`src/rtl/nibble_alu_sequencer.sv`:
```
// rtl/nibble_alu_sequencer.sv - instruction sequencer driving a 4-bit ALU
//
// Accepts 8-bit instructions ({opcode, immediate}) over a valid/ready
// handshake. ALU operations drive the ALU ports and capture the result into a
// 4-bit accumulator. Local operations (NOP, LDI, CLC, SEC, undefined opcodes)
// retire directly.
//
// Ports:
//   clk, reset                  clock, asynchronous active-high reset
//   instr_valid/instr/instr_ready  instruction handshake ({opcode, imm})
//   aPort, bPort, func, mode, carryIn  registered ALU controls
//   dataOut, carryOut           ALU result
//   acc, carry_flag, zero_flag  architectural state
//   done, illegal               retire pulse, undefined-opcode pulse
module nibble_alu_sequencer #(
  parameter int         ALU_LAT  = 1,
  parameter logic [3:0] FUNC_ADD = 4'b1001,
  parameter logic [3:0] FUNC_SUB = 4'b0110,
  parameter logic [3:0] FUNC_AND = 4'b1011,
  parameter logic [3:0] FUNC_OR  = 4'b1110,
  parameter logic [3:0] FUNC_XOR = 4'b0110,
  parameter logic [3:0] FUNC_NOT = 4'b0000
) (
  input  logic       clk,
  input  logic       reset,
  input  logic       instr_valid,
  input  logic [7:0] instr,
  output logic       instr_ready,
  output logic [3:0] aPort,
  output logic [3:0] bPort,
  output logic [3:0] func,
  output logic       mode,
  output logic       carryIn,
  input  logic [3:0] dataOut,
  input  logic       carryOut,
  output logic [3:0] acc,
  output logic       carry_flag,
  output logic       zero_flag,
  output logic       done,
  output logic       illegal
);

  typedef enum logic [1:0] {
    IDLE    = 2'd0,
    ISSUE   = 2'd1,
    CAPTURE = 2'd2,
    RETIRE  = 2'd3
  } state_t;

  localparam logic [2:0] LAT_LOAD = 3'(ALU_LAT - 1);

  localparam logic [3:0] OP_LDI = 4'h1;
  localparam logic [3:0] OP_ADD = 4'h2;
  localparam logic [3:0] OP_ADC = 4'h3;
  localparam logic [3:0] OP_SUB = 4'h4;
  localparam logic [3:0] OP_SBC = 4'h5;
  localparam logic [3:0] OP_AND = 4'h6;
  localparam logic [3:0] OP_OR  = 4'h7;
  localparam logic [3:0] OP_XOR = 4'h8;
  localparam logic [3:0] OP_NOT = 4'h9;
  localparam logic [3:0] OP_CLC = 4'hA;
  localparam logic [3:0] OP_SEC = 4'hB;

  state_t     state;
  state_t     nextState;
  logic       armed;       // keeps instr_ready low until the first edge after reset
  logic [3:0] opReg;
  logic [2:0] latCnt;

  logic [3:0] newOp;
  logic [3:0] newImm;
  logic       accept;
  logic       newIsAlu;
  logic       opIsArith;

  logic [3:0] decFunc;
  logic       decMode;
  logic       decCin;

  assign newOp     = instr[7:4];
  assign newImm    = instr[3:0];
  assign accept    = instr_valid && instr_ready;
  assign newIsAlu  = (newOp >= OP_ADD) && (newOp <= OP_NOT);
  assign opIsArith = (opReg >= OP_ADD) && (opReg <= OP_SBC);
  assign zero_flag = (acc == 4'd0);

  // ALU control decode for the instruction being accepted
  always_comb begin
    decFunc = 4'd0;
    decMode = 1'b0;
    decCin  = 1'b0;
    case (newOp)
      OP_ADD: decFunc = FUNC_ADD;
      OP_ADC: begin decFunc = FUNC_ADD; decCin = carry_flag; end
      OP_SUB: begin decFunc = FUNC_SUB; decCin = 1'b1; end
      OP_SBC: begin decFunc = FUNC_SUB; decCin = carry_flag; end
      OP_AND: begin decFunc = FUNC_AND; decMode = 1'b1; end
      OP_OR:  begin decFunc = FUNC_OR;  decMode = 1'b1; end
      OP_XOR: begin decFunc = FUNC_XOR; decMode = 1'b1; end
      OP_NOT: begin decFunc = FUNC_NOT; decMode = 1'b1; end
      default: ;
    endcase
  end

  // State register
  always_ff @(posedge clk or posedge reset) begin
    if (reset) begin
      state <= IDLE;
    end else begin
      state <= nextState;
    end
  end

  // Next-state logic
  always_comb begin
    nextState = state;
    case (state)
      IDLE:    if (accept) nextState = newIsAlu ? ISSUE : RETIRE;
      ISSUE:   if (latCnt == 3'd0) nextState = CAPTURE;
      CAPTURE: nextState = RETIRE;
      RETIRE:  nextState = IDLE;
      default: nextState = IDLE;
    endcase
  end

  // Outputs decoded from state
  always_comb begin
    instr_ready = (state == IDLE) && armed;
    done        = (state == RETIRE);
    illegal     = (state == RETIRE) && (opReg >= 4'hC);
  end

  // Datapath: ALU port registers, accumulator, carry flag
  always_ff @(posedge clk or posedge reset) begin
    if (reset) begin
      armed      <= 1'b0;
      opReg      <= 4'd0;
      latCnt     <= 3'd0;
      aPort      <= 4'd0;
      bPort      <= 4'd0;
      func       <= 4'd0;
      mode       <= 1'b0;
      carryIn    <= 1'b0;
      acc        <= 4'd0;
      carry_flag <= 1'b0;
    end else begin
      armed <= 1'b1;
      case (state)
        IDLE: begin
          if (accept) begin
            opReg  <= newOp;
            latCnt <= LAT_LOAD;
            if (newIsAlu) begin
              aPort   <= acc;
              bPort   <= (newOp == OP_NOT) ? 4'd0 : newImm;
              func    <= decFunc;
              mode    <= decMode;
              carryIn <= decCin;
            end
            // Local operations take effect at accept so RETIRE shows the result
            case (newOp)
              OP_LDI:  acc        <= newImm;
              OP_CLC:  carry_flag <= 1'b0;
              OP_SEC:  carry_flag <= 1'b1;
              default: ;
            endcase
          end
        end
        ISSUE: begin
          if (latCnt != 3'd0) latCnt <= latCnt - 3'd1;
        end
        CAPTURE: begin
          acc <= dataOut;
          if (opIsArith) carry_flag <= carryOut;
        end
        default: ;
      endcase
    end
  end

endmodule

```
`config.mk`:
```
export PLATFORM = sky130hd
export DESIGN_NAME = nibble_alu_sequencer
export DESIGN_NICKNAME = d
export VERILOG_FILES = /design/src/rtl/nibble_alu_sequencer.sv
export SDC_FILE = /design/constraint.sdc
export NUM_CORES = 1
export LEC_CHECK = 0
export CAP_MARGIN = 20
export CORE_MARGIN = 1
export CORE_UTILIZATION = 45
export CTS_BUF_LIST = sky130_fd_sc_hd__clkbuf_2 sky130_fd_sc_hd__clkbuf_4 sky130_fd_sc_hd__clkbuf_8
export DETAILED_ROUTE_END_ITERATION = 6
export MAX_ROUTING_LAYER = met4
export PLACE_DENSITY = 0.72
export RECOVER_POWER = 50
export SLEW_MARGIN = 30
export SYNTH_ARGS = -nofsm -noshare
export SYNTH_HDL_FRONTEND = slang
export SYNTH_SLANG_ARGS = --single-unit
```
`constraint.sdc`:
```
create_clock -name clk -period 2 [get_ports clk]
set_input_delay 0.5 -clock clk [delete_from_list [all_inputs] [get_ports clk]]
set_output_delay 0.5 -clock clk [all_outputs]
set_load 0.005 [all_outputs]
```
Word level (Yosys, flattened, before mapping):

Index checks and enable logic that the tools add are counted.
W data, S select, Z words.

* bits in read-only memories: 0
* memories: 0
* bits in registers: 29
* output and inout port bits: 23
* latch bits: 0
* logic and storage cells: 76
* input bits: 16
* memory bits (writable): 0

* add/subtract/negate cells: 1
* order comparisons: 5
* reductions and logical operators: 21
* bitwise logic cells: 0
* multiply operators: 0
* divide/modulo/power cells: 0
* equal/unequal tests: 20
* mux-type cells: 18
* shifts and indexed selects: 0

Operators with widths (count)
* $eq A4 B3 Y1 const B: 4
* $eq A4 B4 Y1 const B: 4
* $pmux W4 S4: 1
* $mux W4: 3
* $reduce_and A3 Y1: 3
* $eq A4 B2 Y1 const B: 2
* $ge A4 B2 Y1 const B: 2
* $ne A2 B2 Y1 const B: 4
* $pmux W2 S4: 1
* $pmux W4 S2: 1
* $mux W2: 3
* $mux W3: 2
* $pmux W1 S2: 3
* $pmux W3 S2: 1
* $logic_and A1 B1 Y1: 5
* $eq A2 B2 Y1 const B: 2
* $eq A4 B1 Y1 const B: 1
* $ge A4 B4 Y1 const B: 1
* $le A4 B3 Y1 const B: 1
* $le A4 B4 Y1 const B: 1
* $logic_not A4 Y1: 1
* $reduce_and A2 Y1: 2
* $reduce_and A4 Y1: 1
* $reduce_bool A2 Y1: 2
* other kinds (11): 14

Logic depth before layout (Yosys ltp):

Gate-level depths: netlist (run 1).

* depth after elaboration: 5
* depth in mapped cells: 9
* gate-level depth less buffers: 6

Least setup slack after synthesis (run 1):

No wires, ideal clock.

* path type: register -> register
* start point: register state[0]
* end point: register carry_flag
* cell stages (with the launch flop): 9
* data required time: 1873 ps
* path buffers: 2
* slack: 332 ps
* period minus slack after synthesis: 1668 ps
* arrival time: 1540 ps
* cells stage by stage: dfrtp_1 -> inv_1 -> ha_1 -> buf_4 -> nand3_1 -> buf_2 -> a22oi_1 -> nand2_1 -> mux2_1

* cells in the longest elaborated chain, start to end: 5
* elaborated cells on any way between the ends: 10

Ends and longest elaborated chain
* from (decl): RTL line 64 `state_t state;`
* from (signal assigned): RTL line 110 `state <= nextState;`
* $logic_not A2 Y1: RTL line 128, 148
* $logic_and A1 B1 Y1: RTL line 128 `instr_ready = (state == IDLE) && armed;`
* $logic_and A1 B1 Y1: RTL line 82 `assign accept = instr_valid && instr_ready;`
* $ne A2 B2 Y1 (no line)
* $reduce_and A4 Y1 (no line)
* to (signal assigned): RTL line 174 `if (opIsArith) carry_flag <= carryOut;`
* to (decl): RTL line 37 `output logic carry_flag,`

Several ways; a longest one is shown, not always the timed one.
A chain may end at the register's enable or synchronous reset.

Worst setup path after layout (run 1):

* start point: register state[0]
* end point: output illegal

* cells in the longest elaborated chain, start to end: 2

Ends and longest elaborated chain
* $eq A2 B2 Y1: RTL line 130 `illegal = (state == RETIRE) && (opReg >= 4'hC);`
* $logic_and A1 B1 Y1: RTL line 130
* to (decl): RTL line 40 `output logic illegal`

No other way between the ends.

==> impl_metrics.yaml, run 1 <==
synthesis:
  synthTopCellsByArea: "dfrtp_1 (45%), nand2_1 (5.8%), ha_1 (5.7%)"
  synth_nets: 183
  ys_ff_latch: 28
  synthFlopType: "dfrtp_1"
  synth_top_area_share_pct: 45.4
  syn_area_per_cell_um2: 9.64
  syn_area_mm2: 0.00154
  synth_edf_count: 0
  ys_seq_area_share_pct: 45.4
  yosys_warnings: 0
  yosysMostFrequentCell: "dfrtp_1"
  yosysTopAreaCell: "dfrtp_1"
  synth_commonest_cells: "dfrtp_1 (28), nand2_1 (24), a21oi_1 (9), nor2_1 (9), o21ai_0 (9)"
  syn_inst: 160
  synth.distinct_cells: 40
  ys_async_sr_fraction_pct: 100
floorplanning:
  fp.dieW_um: 60.6
  core_mm2: 0.00315
  start_util_pct: 48.9
  die_area_mm2: 0.00367
  io_pins: 39
  die_y_um: 60.6
  rows: 20
global_route:
  overflow: 0
  antenna_found_initial: 0
  grt_pass1_wl_um: 5690
  grt_usage_pct: 21.4
  grt_pass1_vias: 1359
  grt_max_degree: 29
pwr:
  p_total_mw: 2.81
  p_leak_nw: 0.975
  vdd_drop_max_v: 0.000618
  p_per_area_mw_per_mm2: 1320
placement:
  dp_cells: 247
  gp_congestion: 0.827
  portBuffers: 38
  dp_hpwl_um: 2640
sta:
  min_period_over_period_pct: 95.3
  hold_viol_final: 0
  worstMarginPinSlew_ns: 0.681
  rsz0062_at_grt: "no"
  slew_headroom_pct: 54.6
  final_max_slew_viol_count: 0
  skew_ns: 0.00677
  fin_crit_ns: 1.91
  timing.fmax_ghz: 0.525
  setup_violations: 0
layout:
  fin_nets: 238
  antennaDiodeCount: 0
  post_route_cells_drive_above_1_share_pct: 14.5
  area_delta_synth_final_pct: 38.0
  finalNonFillerCells: 258
detailed_routing:
  drc: 0
  drt-vias-per-instance: 5.27
  vias: 1360
  antenna_left: 0
  wire_per_inst_um: 13.7
  wirelength_um: 3520
  drtPass1Iterations: 4
  drt_iter0_drc: 30
clock_network:
  cts_tree: "built"
  cts.hold.buffers_added: 0
  root_buffer: "clkbuf_4"
  htreeDepth: 1
  cts_buffers: 3
  clock_latency_ns: 0.34
  cts_max_path_buffers: 2
  cts.sinks: 28
  clkTransAtPathRegs_ns: 0.16
critical_path:
  critPathKind: "reg2out"
  start_kind: "flip-flop"
  end_kind: "output pin"
  reg2reg_depth: 8
  arrival_ns: 1.41
  crit_required_ns: 1.50
  cp_max_fo: 2
  r2r_slack_ns: 0.18
flow_run:
  cap_viol_max_count: 0
hold_path:
  min_path_type: "reg2reg"
  hold-path-cell-count: 2
status:
  status: "finished clean"
[per-layer routing]
metal | vias to the layer above | GRT usage [%] | part of all wire (%)
met5 | - | - | 0
met4 | 0 | 9.42 | 1.2
met3 | 6 | 3.20 | 3.0
met2 | 35 | 36.1 | 51
met1 | 647 | 25.1 | 45
li1 | 672 | - | -
[path summary, 6_finish.rpt]
path                           from         end
max reg2reg                state[0]  carry_flag
min                         carryIn     carryIn
min reg2reg                 carryIn     carryIn
max in group asynchronous     reset   latCnt[2]
min in group asynchronous     reset    aPort[2]
max                        state[0]     illegal
[layout by cell type, fill, tap and decap left out, drive strengths merged, types with 6 or more instances in the layout]
cell           netlist  layout
ha                   7       7
nand2               24      24
clkdlybuf4s50        0      28
nor2                 9       9
inv                  6       6
dlygate4sd3          0       6
dfrtp               28      28
mux2i                6       6
buf                  8      20
o21ai               14      14
clkbuf               1       6
a21oi                9       9
[sequential cells by signal, indices dropped and copies added (netlist names)]
signal,count
latCnt,3
bPort,4
state,2
carryIn,1
armed,1
acc,4
mode,1
opReg,3
aPort,4
func,4
carry_flag,1
[power breakdown]
group	leakage [nW]	internal, mW	total, mW	switching [mW]
Sequential	0.338	0.812	0.980	0.167
Clock	0.0279	0.203	0.377	0.174
Combinational	0.609	0.808	1.45	0.644
Total	0.975	1.82	2.81	0.986
[repair_timing]
item                       in CTS  in global routing
setup buffers                   7                  0
gates cloned                    0                  0
resized for setup               7                  5
pin swaps                       1                  0
setup endpoints to repair       3                  3
[metrics by stage]
stage | utilization, % | setup WS [ns] | TNS [ns] | hold WS [ns] | instance area (um^2)
floorplan | - | 0.332 | 0 | 0.454 | 1540
global placement | 64.6 | -0.0132 | -0.0221 | 0.463 | 2040
detailed placement | 64.6 | -0.0553 | -0.222 | 0.466 | 2040
CTS | 67.8 | 0.0146 | 0 | 0.500 | 2140
global route | 67.5 | 0.0139 | 0 | 0.506 | 2130
finish | 67.5 | 0.0941 | 0 | 0.496 | 2130
[area by class of cell]
class / instances / area (um^2)
clock buffer: 3 / 22.5
clock inverter: 1 / 30.0
fill: 269 / 1020
inverter: 6 / 22.5
multi-input combinational: 117 / 773
sequential: 28 / 701
tap: 44 / 55.1
timing repair buffer: 59 / 526
[cell families (layout without fill, tap and decap cells)]
family	Yosys count	in the layout	share of synthesized area, %
XOR/XNOR	1	1	0.568
adder cells (fa/ha/maj)	7	7	5.68
multiplexers	11	11	7.54
buffers and inverters	15	69	4.46
AO/OA/AOI/OAI	40	40	16.9
AND/OR/NAND/NOR	57	57	19.2
flip-flops	28	28	45.4
other	1	1	0.243
[worst max-delay path, cell delays in order, from the launching register on]
cell           delay [ns]
dfrtp_1              0.43
ha_1                 0.21
and3_1               0.18
dlygate4sd2_1        0.25
No activity file was read; power rests on OpenSTA's default activity.
==> run 2, diff against run 1 <==
Settings changed: CELL_PAD_IN_SITES_DETAIL_PLACEMENT set to 1, CELL_PAD_IN_SITES_GLOBAL_PLACEMENT set to 1, CORE_UTILIZATION 45 to 38, PLACE_DENSITY 0.72 to 0.8.
==> impl_metrics.yaml, run 2 (same netlist as run 1, synthesis figures left out) <==
floorplanning:
  die_y_um: 65.7
  rows: 22
  core_mm2: 0.00377
  die_area_mm2: 0.00432
  io_pins: 39
  fp.dieW_um: 65.7
  start_util_pct: 40.9
global_route:
  grt_usage_pct: 24.1
  antenna_found_initial: 0
  grt_pass1_wl_um: 7560
  overflow: 0
  grt_max_degree: 29
  grt_pass1_vias: 1591
layout:
  fin_area_mm2: 0.00215
  finalNonFillerCells: 262
  fin_nets: 238
  nFillCells: 448
  area_delta_synth_final_pct: 39.1
  final_cell_mix: "dfrtp_1 (28), clkdlybuf4s50_1 (27), nand2_1 (24)"
  antennaDiodeCount: 0
  layout_commonest_cell: "dfrtp_1"
  post_route_cells_drive_above_1_share_pct: 14.0
hold_path:
  min_path_type: "reg2reg"
clock_network:
  clkTransAtPathRegs_ns: 0.10
  clock_latency_ns: 0.28
  cts_buffers: 3
  cts.sinks: 28
  cts_max_path_buffers: 2
  htreeDepth: 1
  root_buffer: "clkbuf_8"
  cts_tree: "built"
status:
  status: "finished clean"
critical_path:
  start_kind: "flip-flop"
  path_buf_inv: 3
  worstPathCellList: "buf_4 -> inv_2 -> ha_1 -> and2_1 -> dlygate4sd2_1"
  end_kind: "output pin"
  arrival_ns: 1.39
  critPathKind: "reg2out"
  crit_family: "buffers and inverters"
  cp_max_fo: 2
  slowest_stage: "dfrtp_1"
  crit_required_ns: 1.50
  timing.critical_path.slowest_cell_delay_ns: 0.36
detailed_routing:
  drc: 0
  antenna_left: 0
  wirelength_um: 4530
  wire_per_inst_um: 17.3
  drtPass1Iterations: 4
  vias: 1411
  drt_iter0_drc: 52
  drt-vias-per-instance: 5.39
sta:
  fin_crit_ns: 1.89
  final_max_slew_viol_count: 0
  whs_ns: 0.487
  timing.fmax_ghz: 0.528
  setup_violations: 0
  hold_viol_final: 0
  slew_headroom_pct: 52.1
  skew_ns: 0.00690
  min_period_over_period_pct: 94.7
  worstMarginPinSlew_ns: 0.719
  rsz0062_at_grt: "no"
  fin_setup_tns_ns: 0
flow_run:
  cap_viol_max_count: 0
placement:
  gp_congestion: 0.813
  placed_area_mm2: 0.00204
  portBuffers: 38
  dp_cells: 251
  dp_hpwl_um: 3240
pwr:
  vdd_drop_max_v: 0.000701
  p_leak_nw: 0.979
  p_per_area_mw_per_mm2: 1360
run 2: cell count changes in the layout (fill, tap and decap cells not counted):
cell,delta
bufinv_16,-1
clkdlybuf4s50_1,-1
clkbuf_2,-1
clkbuf_4,-3
nor4_2,+1
dlygate4sd2_1,+1
dlygate4sd3_1,+2
buf_6,-1
clkbuf_8,+4
nor4_1,-1
run 2: layout make-up:
| type | count | area [um^2] | share of cell area (%) |
|---|---|---|---|
| clock buffers | 4 | 55.1 | 2.57 |
| repair buffers | 59 | 528 | 24.6 |
| flip-flops and latches | 28 | 701 | 32.7 |
| inverters | 6 | 22.5 | 1.05 |
| multi-input cells | 117 | 779 | 36.3 |
| well taps | 48 | 60.1 | 2.80 |
run 2: repair_timing:
item,in CTS,in global routing
endpoints found under the setup margin,3,3
resized for setup,6,1
hold buffers,0,0
setup buffers,7,0
run 2: routing by layer:
metal	vias up	wire length (um)	GRT usage (%)
li1	660	-	-
met1	715	1850	26.7
met2	32	2500	45.0
met5	-	0	-
met4	0	36	5.71
met3	4	142	3.30
run 2: worst register-to-register path: stages, from the launching register on:
cell	delay (ns)
dfrtp_1	0.39
buf_4	0.14
inv_2	0.05
ha_1	0.16
buf_4	0.18
and3_1	0.24
clkbuf_1	0.22
nand2_1	0.14
a21oi_1	0.17
a21o_1	0.10
run 2: worst paths after layout:
path | start | endpoint | slack [ns] | cells past startpoint
worst max-delay path | state[0] | instr_ready | 0.11 | 5
worst min-delay path | carryIn | carryIn | 0.49 | 2
worst max register to register | state[0] | func[3] | 0.15 | 9
worst min register to register | carryIn | carryIn | 0.49 | 2
max in group asynchronous | reset | carryIn | 0.69 | 3
min in group asynchronous | reset | acc[2] | 0.84 | 3
run 2: report_power, final:
group / internal (mW) / switching (mW) / leakage, nW
sequential: 0.814 / 0.194 / 0.338
combinational: 0.815 / 0.726 / 0.612
clock: 0.177 / 0.189 / 0.0288
total: 1.81 / 1.11 / 0.979
run 2: per-stage QoR:
| stage | worst slack, ns | util, % | total power, mW |
|---|---|---|---|
| final | 0.107 | 56.9 | 2.92 |
| after global routing | 0.000376 | 56.9 | 3.13 |
| after CTS | 0.0650 | 57.1 | 2.96 |
| after detailed placement | -0.128 | 54.1 | 2.44 |
| after global placement | -0.0490 | 54.1 | 2.32 |
| after floorplan | 0.332 | - | 1.74 |
==> run 3, diff against run 2 <==
Settings changed: CORE_UTILIZATION 38 to 34, GPL_TIMING_DRIVEN set to 1, PLACE_DENSITY 0.8 to 0.75.
Clock period 2 ns to 1.6 ns, I/O delays scaled along.
==> impl_metrics.yaml, run 3 (same netlist as run 1, synthesis figures left out) <==
hold_path:
  min_path_type: "reg2reg"
  hold-path-cell-count: 1
  hold_path_end: "func[1]"
  hold_path.startpoint: "func[1]"
clock_network:
  cts.sinks: 28
  clock_latency_ns: 0.29
  clkTransAtPathRegs_ns: 0.10
  cts_max_path_buffers: 2
  cts_tree: "built"
  cts_buffers: 3
  htreeDepth: 1
  root_buffer: "clkbuf_8"
floorplanning:
  start_util_pct: 35.4
  die_area_mm2: 0.00481
  die_y_um: 69.4
  rows: 24
  io_pins: 39
  fp.dieW_um: 69.4
  core_mm2: 0.00435
status:
  violations: "negative setup slack"
  status: "finished with violations"
detailed_routing:
  wirelength_um: 5900
  antenna_left: 0
  drt-vias-per-instance: 5.28
  wire_per_inst_um: 19.6
  vias: 1588
  drt_iter0_drc: 52
  drtPass1Iterations: 4
  drc: 0
sta:
  fin_crit_ns: 1.74
  worstMarginPinSlew_ns: 0.716
  skew_ns: 0.00490
  setup_violations: 18
  fin_setup_tns_ns: -1.06
  setup_ws_ns: -0.136
  hold_viol_final: 0
  slew_headroom_pct: 52.3
  final_max_slew_viol_count: 0
  timing.fmax_ghz: 0.576
  min_period_over_period_pct: 108
  rsz0062_at_grt: "yes"
layout:
  multi_input_area_um2: 987
  post_route_cells_drive_above_1_share_pct: 41.8
  final_cell_mix: "buf_4 (43), dfrtp_1 (28), nand2_1 (20)"
  antennaDiodeCount: 0
  nFillCells: 469
  area_delta_synth_final_pct: 73.6
  fin_area_mm2: 0.00268
  regArea_um2: 701
  fin_nets: 273
  final_core_util_pct: 61.5
  layout_commonest_cell: "buf_4"
pwr:
  p_leak_nw: 1.31
  vdd_drop_max_v: 0.000908
  p_per_area_mw_per_mm2: 1810
critical_path:
  r2r_slack_ns: -0.14
  critPathKind: "reg2reg"
  timing.critical_path.slowest_cell_delay_ns: 0.40
  reg2reg_depth: 10
  path_buf_inv: 5
  cp_common_cell: "buf_6"
  crit_family: "buffers and inverters"
  worstPathCellList: "buf_6 -> inv_4 -> buf_4 -> ha_4 -> nand2b_4 -> buf_6 -> a22oi_4 -> buf_6 -> nor2_2 -> a21oi_1"
  arrival_ns: 1.96
  r2r-start: "state[0]"
  end_kind: "flip-flop"
  crit_required_ns: 1.82
  start_kind: "flip-flop"
  r2r_end: "acc[2]"
  slowest_stage: "dfrtp_1"
  cp_max_fo: 7
placement:
  post-place-ws_ns: -0.388
  dp_hpwl_um: 3300
  placed_area_mm2: 0.00218
  gp_congestion: 0.915
  portBuffers: 38
global_route:
  grtUsageMet3_pct: 3.49
  grt_pass1_wl_um: 8340
  grt_max_degree: 29
  grt_pass1_vias: 1741
  antenna_found_initial: 0
  use_met1_pct: 25.0
  grt_usage_pct: 22.9
  overflow: 0
  busiest_layer: "met2"
  grtUsageMet2_pct: 41.0
flow_run:
  cap_viol_max_count: 0
[run 3: cell types whose count changed in the layout (fill, tap and decap cells not counted), moves of 5 or more]
| cell | delta |
|---|---|
| buf_4 | +24 |
| buf_6 | +13 |
| clkdlybuf4s50_1 | -9 |
| dlygate4sd3_1 | -7 |
| dlymetal6s2s_1 | +7 |
| a21oi_1 | -5 |
| dlygate4sd2_1 | +5 |
| ha_1 | -5 |
| mux2_1 | -5 |
| mux2_4 | +5 |
[run 3: area by class of cell]
class	count	area share, %
multi-input combinational	117	36.9
timing repair buffer	94	31.4
sequential	28	26.2
tap	52	2.43
clock buffer	4	2.06
inverter	6	1.03
[run 3: power by group]
group          total [mW]  switching (mW)  leakage (nW)  internal, mW
sequential           1.27           0.250         0.338          1.02
clock               0.468           0.247        0.0288         0.221
combinational        3.10            1.36         0.941          1.74
[run 3: metal layers]
metal / part of all wire, % / vias to the layer above / wire, um
met4: 2.5 / 0 / 145
li1: - / 735 / -
met1: 40 / 795 / 2350
met5: 0 / - / 0
met3: 3.3 / 14 / 194
met2: 54 / 44 / 3210
[run 3: stage by stage]
stage,hold slack (ns),instances,power [mW]
detailed placement,0.475,272,3.27
global placement,0.464,272,3.15
finish,0.520,301,4.84
floorplan,0.453,160,2.21
global route,0.535,301,5.12
CTS,0.492,289,4.21
[run 3: worst max path at each step]
stage / startpoint / end / slack (ns) / depth (start not counted)
floorplan: state[0] / carry_flag / -0.002 / 7
global placement: instr[5] / aPort[0] / -0.35 / 4
detailed placement: instr[6] / bPort[3] / -0.39 / 5
finish: state[0] / acc[2] / -0.14 / 10
CTS: state[1] / carryIn / -0.05 / 8
global route: state[0] / acc[2] / -0.20 / 10
[run 3: repair_timing]
action / 4_1_cts / 5_1_grt
pin swaps: 8 / 10
buffers inserted: 13 / 14
gates cloned: 1 / 0
hold buffers: 0 / 0
gates resized for setup: 54 / 38
setup endpoints to repair: 32 / 38
==> RTL edit 1: new RTL, config.mk and constraints of run 3 <==
Register the output `carry_flag` once more, cleared by the reset; this adds one clock of latency there. The other outputs are not delayed to match.
--- a/src/rtl/nibble_alu_sequencer.sv
+++ b/src/rtl/nibble_alu_sequencer.sv
@@ -61,6 +61,8 @@
   localparam logic [3:0] OP_CLC = 4'hA;
   localparam logic [3:0] OP_SEC = 4'hB;
 
+  logic carry_flag_s0;
+
   state_t     state;
   state_t     nextState;
   logic       armed;       // keeps instr_ready low until the first edge after reset
@@ -91,9 +93,9 @@
     decCin  = 1'b0;
     case (newOp)
       OP_ADD: decFunc = FUNC_ADD;
-      OP_ADC: begin decFunc = FUNC_ADD; decCin = carry_flag; end
+      OP_ADC: begin decFunc = FUNC_ADD; decCin = carry_flag_s0; end
       OP_SUB: begin decFunc = FUNC_SUB; decCin = 1'b1; end
-      OP_SBC: begin decFunc = FUNC_SUB; decCin = carry_flag; end
+      OP_SBC: begin decFunc = FUNC_SUB; decCin = carry_flag_s0; end
       OP_AND: begin decFunc = FUNC_AND; decMode = 1'b1; end
       OP_OR:  begin decFunc = FUNC_OR;  decMode = 1'b1; end
       OP_XOR: begin decFunc = FUNC_XOR; decMode = 1'b1; end
@@ -142,7 +144,7 @@
       mode       <= 1'b0;
       carryIn    <= 1'b0;
       acc        <= 4'd0;
-      carry_flag <= 1'b0;
+      carry_flag_s0 <= 1'b0;
     end else begin
       armed <= 1'b1;
       case (state)
@@ -160,8 +162,8 @@
             // Local operations take effect at accept so RETIRE shows the result
             case (newOp)
               OP_LDI:  acc        <= newImm;
-              OP_CLC:  carry_flag <= 1'b0;
-              OP_SEC:  carry_flag <= 1'b1;
+              OP_CLC:  carry_flag_s0 <= 1'b0;
+              OP_SEC:  carry_flag_s0 <= 1'b1;
               default: ;
             endcase
           end
@@ -171,12 +173,20 @@
         end
         CAPTURE: begin
           acc <= dataOut;
-          if (opIsArith) carry_flag <= carryOut;
+          if (opIsArith) carry_flag_s0 <= carryOut;
         end
         default: ;
       endcase
     end
   end
 
+  always_ff @(posedge clk or posedge reset) begin
+    if (reset) begin
+      carry_flag <= '0;
+    end else begin
+      carry_flag <= carry_flag_s0;
+    end
+  end
+
 endmodule
 
Function: changed (Yosys sat finds a counterexample within 4 cycles, from zero or initial values and one cycle with reset high).
==> RTL edit 1 against run 3 <==
- the flow still finishes with violations (negative setup slack)
- routed wire length up 2.4%
- combinational power down 3%
- fmax down 2.9%
- hold slack worse by 0.092 ns
- sequential cell count up 1
- clock skew up 0.0038 ns
- cell area down 0.37%
- power up 6.9%
- highest routed layer unchanged
- sequential power up 4%
- setup slack worse by 0.051 ns
- critical path type unchanged
- area after synthesis up 1.1%
==> RTL edit 1: results (changes against run 3) <==
Timing
  – Hold_ws: 0.4281 ns (-0.09156 ns)
  – Setup TNS: -0.8952 ns (+0.1670 ns)
  – Final setup fails: 16 (-2)
  – Slew margin rel.: 49.12% (-3.2 points)
  – Clock Skew: 0.008695 ns (+0.003799 ns)
  – Worst setup margin: -0.1870 ns (-0.05146 ns)

Routing
  – Via density: 5.349 (+1.4%)
  – Initial DRC Count: 60 (+15%)
  – Routed WL per cell: 20.26 µm (+3.4%)

Yosys
  – Synthesized area per cell: 9.572 µm² (-0.73%)
  – Area contributors post-synth: dfrtp_1 47%, o21ai_0 5.8%, nand2_1 5.8%
  – Net Count, Synth: 186 (+1.6%)

Power
  – Internal: 3.219 mW (+7.9%)
  – Cell leakage power: 1.180 nW (-9.8%)

Global routing
  – Vias in the first global route: 1716 (-1.4%)
  – Gr usage total: 25.44% (+2.6 points)
  – Largest net degree at the start of global routing: 30 (+3.4%)

Setup path
  – CP max stage delay: 0.38 ns (-0.02 ns)
  – Crit path max fanout: 8 (+1)
  – Critical register-to-register path endpoint: acc[3]

Placed design
  – Place WS: -0.4330 ns (-0.04521 ns)
  – Hpwl dp: 3464 µm (+4.9%)
  – Placed inst area: 2205 µm² (+1.1%)
  – Routability cong.: 0.7967 (-13%)

Clocking
  – CTS Buf Count: 5 (+2)

Cells and area
  – Fraction of layout cells with a size suffix above 1: 38.21% (-3.6 points)
  – Nets: 268 (-1.8%)

Worst hold path
  – Hold Path Stages: 0 (-1)
  – End of the worst hold path: carry_flag

Outcome
  – Failing checks: negative setup slack
  – Status: finished with violations
[RTL edit 1: cell count changes after synthesis, moves of 2 or more]
cell,delta
a21o_1,-3
buf_2,-4
clkbuf_1,+4
mux2_1,-5
mux2_2,+6
nor2_1,-2
o21ai_0,+9
o21ai_1,-5
[RTL edit 1: worst max path at each step]
stage,depth (start not counted),to,from,slack [ns]
after floorplan,9,carryIn,state[0],0.01
after global placement,4,aPort[0],instr[7],-0.38
after detailed placement,4,aPort[3],instr[7],-0.43
after CTS,5,instr_ready,state[1],-0.08
after global routing,10,acc[3],state[0],-0.20
final,10,acc[3],state[0],-0.19
[RTL edit 1: routing by layer]
metal	up-vias	track usage, %	wire length (µm)
met2	33	45.74	3325
met4	0	10.44	154
met5	-	-	0
li1	731	-	-
met1	815	26.77	2378
met3	15	5.814	179
[RTL edit 1: kinds of logic after synthesis]
kind of cell,count (synthesis),synth area share (%)
buffers and inverters,15,4.090
flip-flops,29,46.51
AND/OR/NAND/NOR,57,18.53
XOR/XNOR,1,0.5614
multiplexers,11,7.538
adder cells (fa/ha/maj),7,5.613
other,1,0.2403
AO/OA/AOI/OAI,42,16.92
[RTL edit 1: power groups by stage]
stage / Combinational [mW] / Clock, mW / Sequential (mW)
final: 3.01 / 0.842 / 1.32
after CTS: 2.56 / 0.830 / 1.28
after global routing: 3.20 / 0.881 / 1.35
after floorplan: 0.961 / 0 / 1.27
after detailed placement: 2.09 / 0 / 1.27
after global placement: 1.96 / 0 / 1.25
[RTL edit 1: area by class of cell]
| type | count | area (µm²) |
|---|---|---|
| timing repair buffer | 84 | 780.7 |
| inverter | 6 | 25.02 |
| sequential | 29 | 726.9 |
| clock inverter | 1 | 30.03 |
| multi-input combinational | 119 | 949.7 |
| clock buffer | 7 | 90.09 |
| fill | 467 | 1717 |
| tap | 52 | 65.06 |
==> RTL edit 2: new RTL, flow settings as in run 3 <==
Made on the original files. The parameter `FUNC_AND` goes from 4'b1011 to 4'b1010.
--- a/src/rtl/nibble_alu_sequencer.sv
+++ b/src/rtl/nibble_alu_sequencer.sv
@@ -16,7 +16,7 @@
   parameter int         ALU_LAT  = 1,
   parameter logic [3:0] FUNC_ADD = 4'b1001,
   parameter logic [3:0] FUNC_SUB = 4'b0110,
-  parameter logic [3:0] FUNC_AND = 4'b1011,
+  parameter logic [3:0] FUNC_AND = 4'b1010,
   parameter logic [3:0] FUNC_OR  = 4'b1110,
   parameter logic [3:0] FUNC_XOR = 4'b0110,
   parameter logic [3:0] FUNC_NOT = 4'b0000
Formal check against the unedited RTL: not equivalent (a bounded check fails within 4 cycles, from zero or initial values and one cycle with reset high).
==> RTL edit 2 against run 3 <==
- the run still ends with negative setup slack left
- non-clock buffer count down 8
- clock skew up 0.0026 ns
- critical path depth down 2
- combinational power down 11%
- largest cell class unchanged
- routed wire length up 9.3%
- power down 6.5%
- synthesized cell count down 1.3%
- setup slack better by 0.033 ns
- cell area unchanged
- sequential cell count unchanged
- area after synthesis down 2.8%
- via count up 1.5%
==> RTL edit 2: results (changes against run 3) <==
Clocking
  – Clock transition at path regs: 0.10 ns (about the same)
  – Worst skew pair latency: 0.29 ns (about the same)
  – Post-cts sizing count: 75 (+39%)
  – Setup bufs post-CTS: 12 (-1)
  – Root Buffer: clkbuf_8
  – H-tree levels: 1 (unchanged)
  – CTS Buf Count: 3 (unchanged)

Routing
  – Metal3 WL: 278 µm (+43%)
  – Vias after detailed routing: 1612 (+1.5%)
  – Via density: 5.521 (+4.6%)
  – Met1 wire length: 2464 µm (+5.1%)
  – Routed wire length: 6441 µm (+9.3%)
  – Top sig layer: met4
  – Initial DRC Count: 74 (+42%)
  – Met2 WL post-DR: 3443 µm (+7.3%)

Global routing
  – First-pass GRT wire length: 8459 µm (+1.4%)
  – Grt total ovfl: 0 (unchanged)
  – Initial antenna violation count: 0 (unchanged)
  – Gr usage total: 26.08% (+3.2 points)
  – Met1 global-route usage: 30.33% (+5.4 points)
  – Global routing usage on met2: 47.06% (+6.1 points)
  – Met3 Usage GRT: 4.167% (+0.68 points)
  – Largest net degree at the start of global routing: 29 (unchanged)

Timing
  – Setup TNS: -1.058 ns (+0.004110 ns)
  – Worst setup margin: -0.1025 ns (+0.03306 ns)
  – Final setup fails: 23 (+5)
  – Clock Skew: 0.007471 ns (+0.002574 ns)
  – Hold_ws: 0.4372 ns (-0.08254 ns)
  – Slew margin rel.: 49.25% (-3.0 points)

Yosys
  – Net Count, Synth: 181 (-1.1%)
  – Area contributors post-synth: dfrtp_1 47%, o21ai_0 6.0%, ha_1 5.8%
  – Yosys cell types: 38 (-5.0%)
  – Most common library cells after synthesis: 28 x dfrtp_1, 22 x nand2_1, 18 x o21ai_0, 12 x inv_1, 9 x nor2_1
  – Synthesized area per cell: 9.495 µm² (-1.5%)
  – Post-synthesis sequential area ratio: 46.71% (+1.3 points)
  – Synth async-reset ratio: 100.0% (unchanged)

Setup path
  – Critical register-to-register path endpoint: bPort[2]
  – Crit path max fanout: 7 (unchanged)
  – Worst r2r src: state[1]
  – Worst EP arrival: 1.91 ns (-0.05 ns)
  – Nature of the critical path endpoint: register
  – Register-to-Register Path Depth: 8 (-2)

Power
  – Cell leakage power: 1.257 nW (-3.9%)
  – Worst vdd ir: 1.137 mV (+25%)

Worst hold path
  – Worst Min Path Start: instr[7]
  – End of the worst hold path: carryIn
  – Type of the worst min-delay path: in2reg
  – Hold Path Stages: 2 (+1)

Placed design
  – Hpwl dp: 3571 µm (+8.1%)
  – Place WS: -0.5023 ns (-0.1144 ns)
  – Placed inst area: 2116 µm² (-2.9%)
  – Routability cong.: 0.8120 (-11%)
  – Inst Count DP: 267 (-1.8%)

Cells and area
  – Fraction of layout cells with a size suffix above 1: 45.87% (+4.1 points)
  – Ant diodes: 0 (unchanged)

Floorplan
  – # rows: 23 (-4.2%)

Outcome
  – Status: finished with violations
  – Failing checks: negative setup slack
RTL edit 2: power breakdown:
group	total, mW	internal, mW	switching, mW
Clock	0.584	0.336	0.247
Sequential	1.18	0.969	0.210
Combinational	2.76	1.50	1.26
Total	4.52	2.80	1.72
RTL edit 2: critical path: stages, from the launching register on:
cell and delay (ns):
dfrtp_1 0.43, buf_6 0.14, inv_4 0.05, ha_4 0.13, buf_6 0.12, and3_4 0.21, nand3_4 0.15, buf_8 0.19
o21ai_1 0.18
RTL edit 2: cells by family after synthesis:
family,synth area share (%)
AND/OR/NAND/NOR,16.10
AO/OA/AOI/OAI,18.93
flip-flops,46.71
buffers and inverters,5.171
multiplexers,6.422
adder cells (fa/ha/maj),5.838
other,0.2500
XOR/XNOR,0.5839
RTL edit 2: final cells by class:
type / count / area [µm²]
fill: 428 / 1438
multi-input combinational: 112 / 998.5
timing repair buffer: 86 / 794.5
sequential: 28 / 700.7
tap: 50 / 62.56
inverter: 12 / 50.05
clock buffer: 3 / 41.29
clock inverter: 1 / 30.03
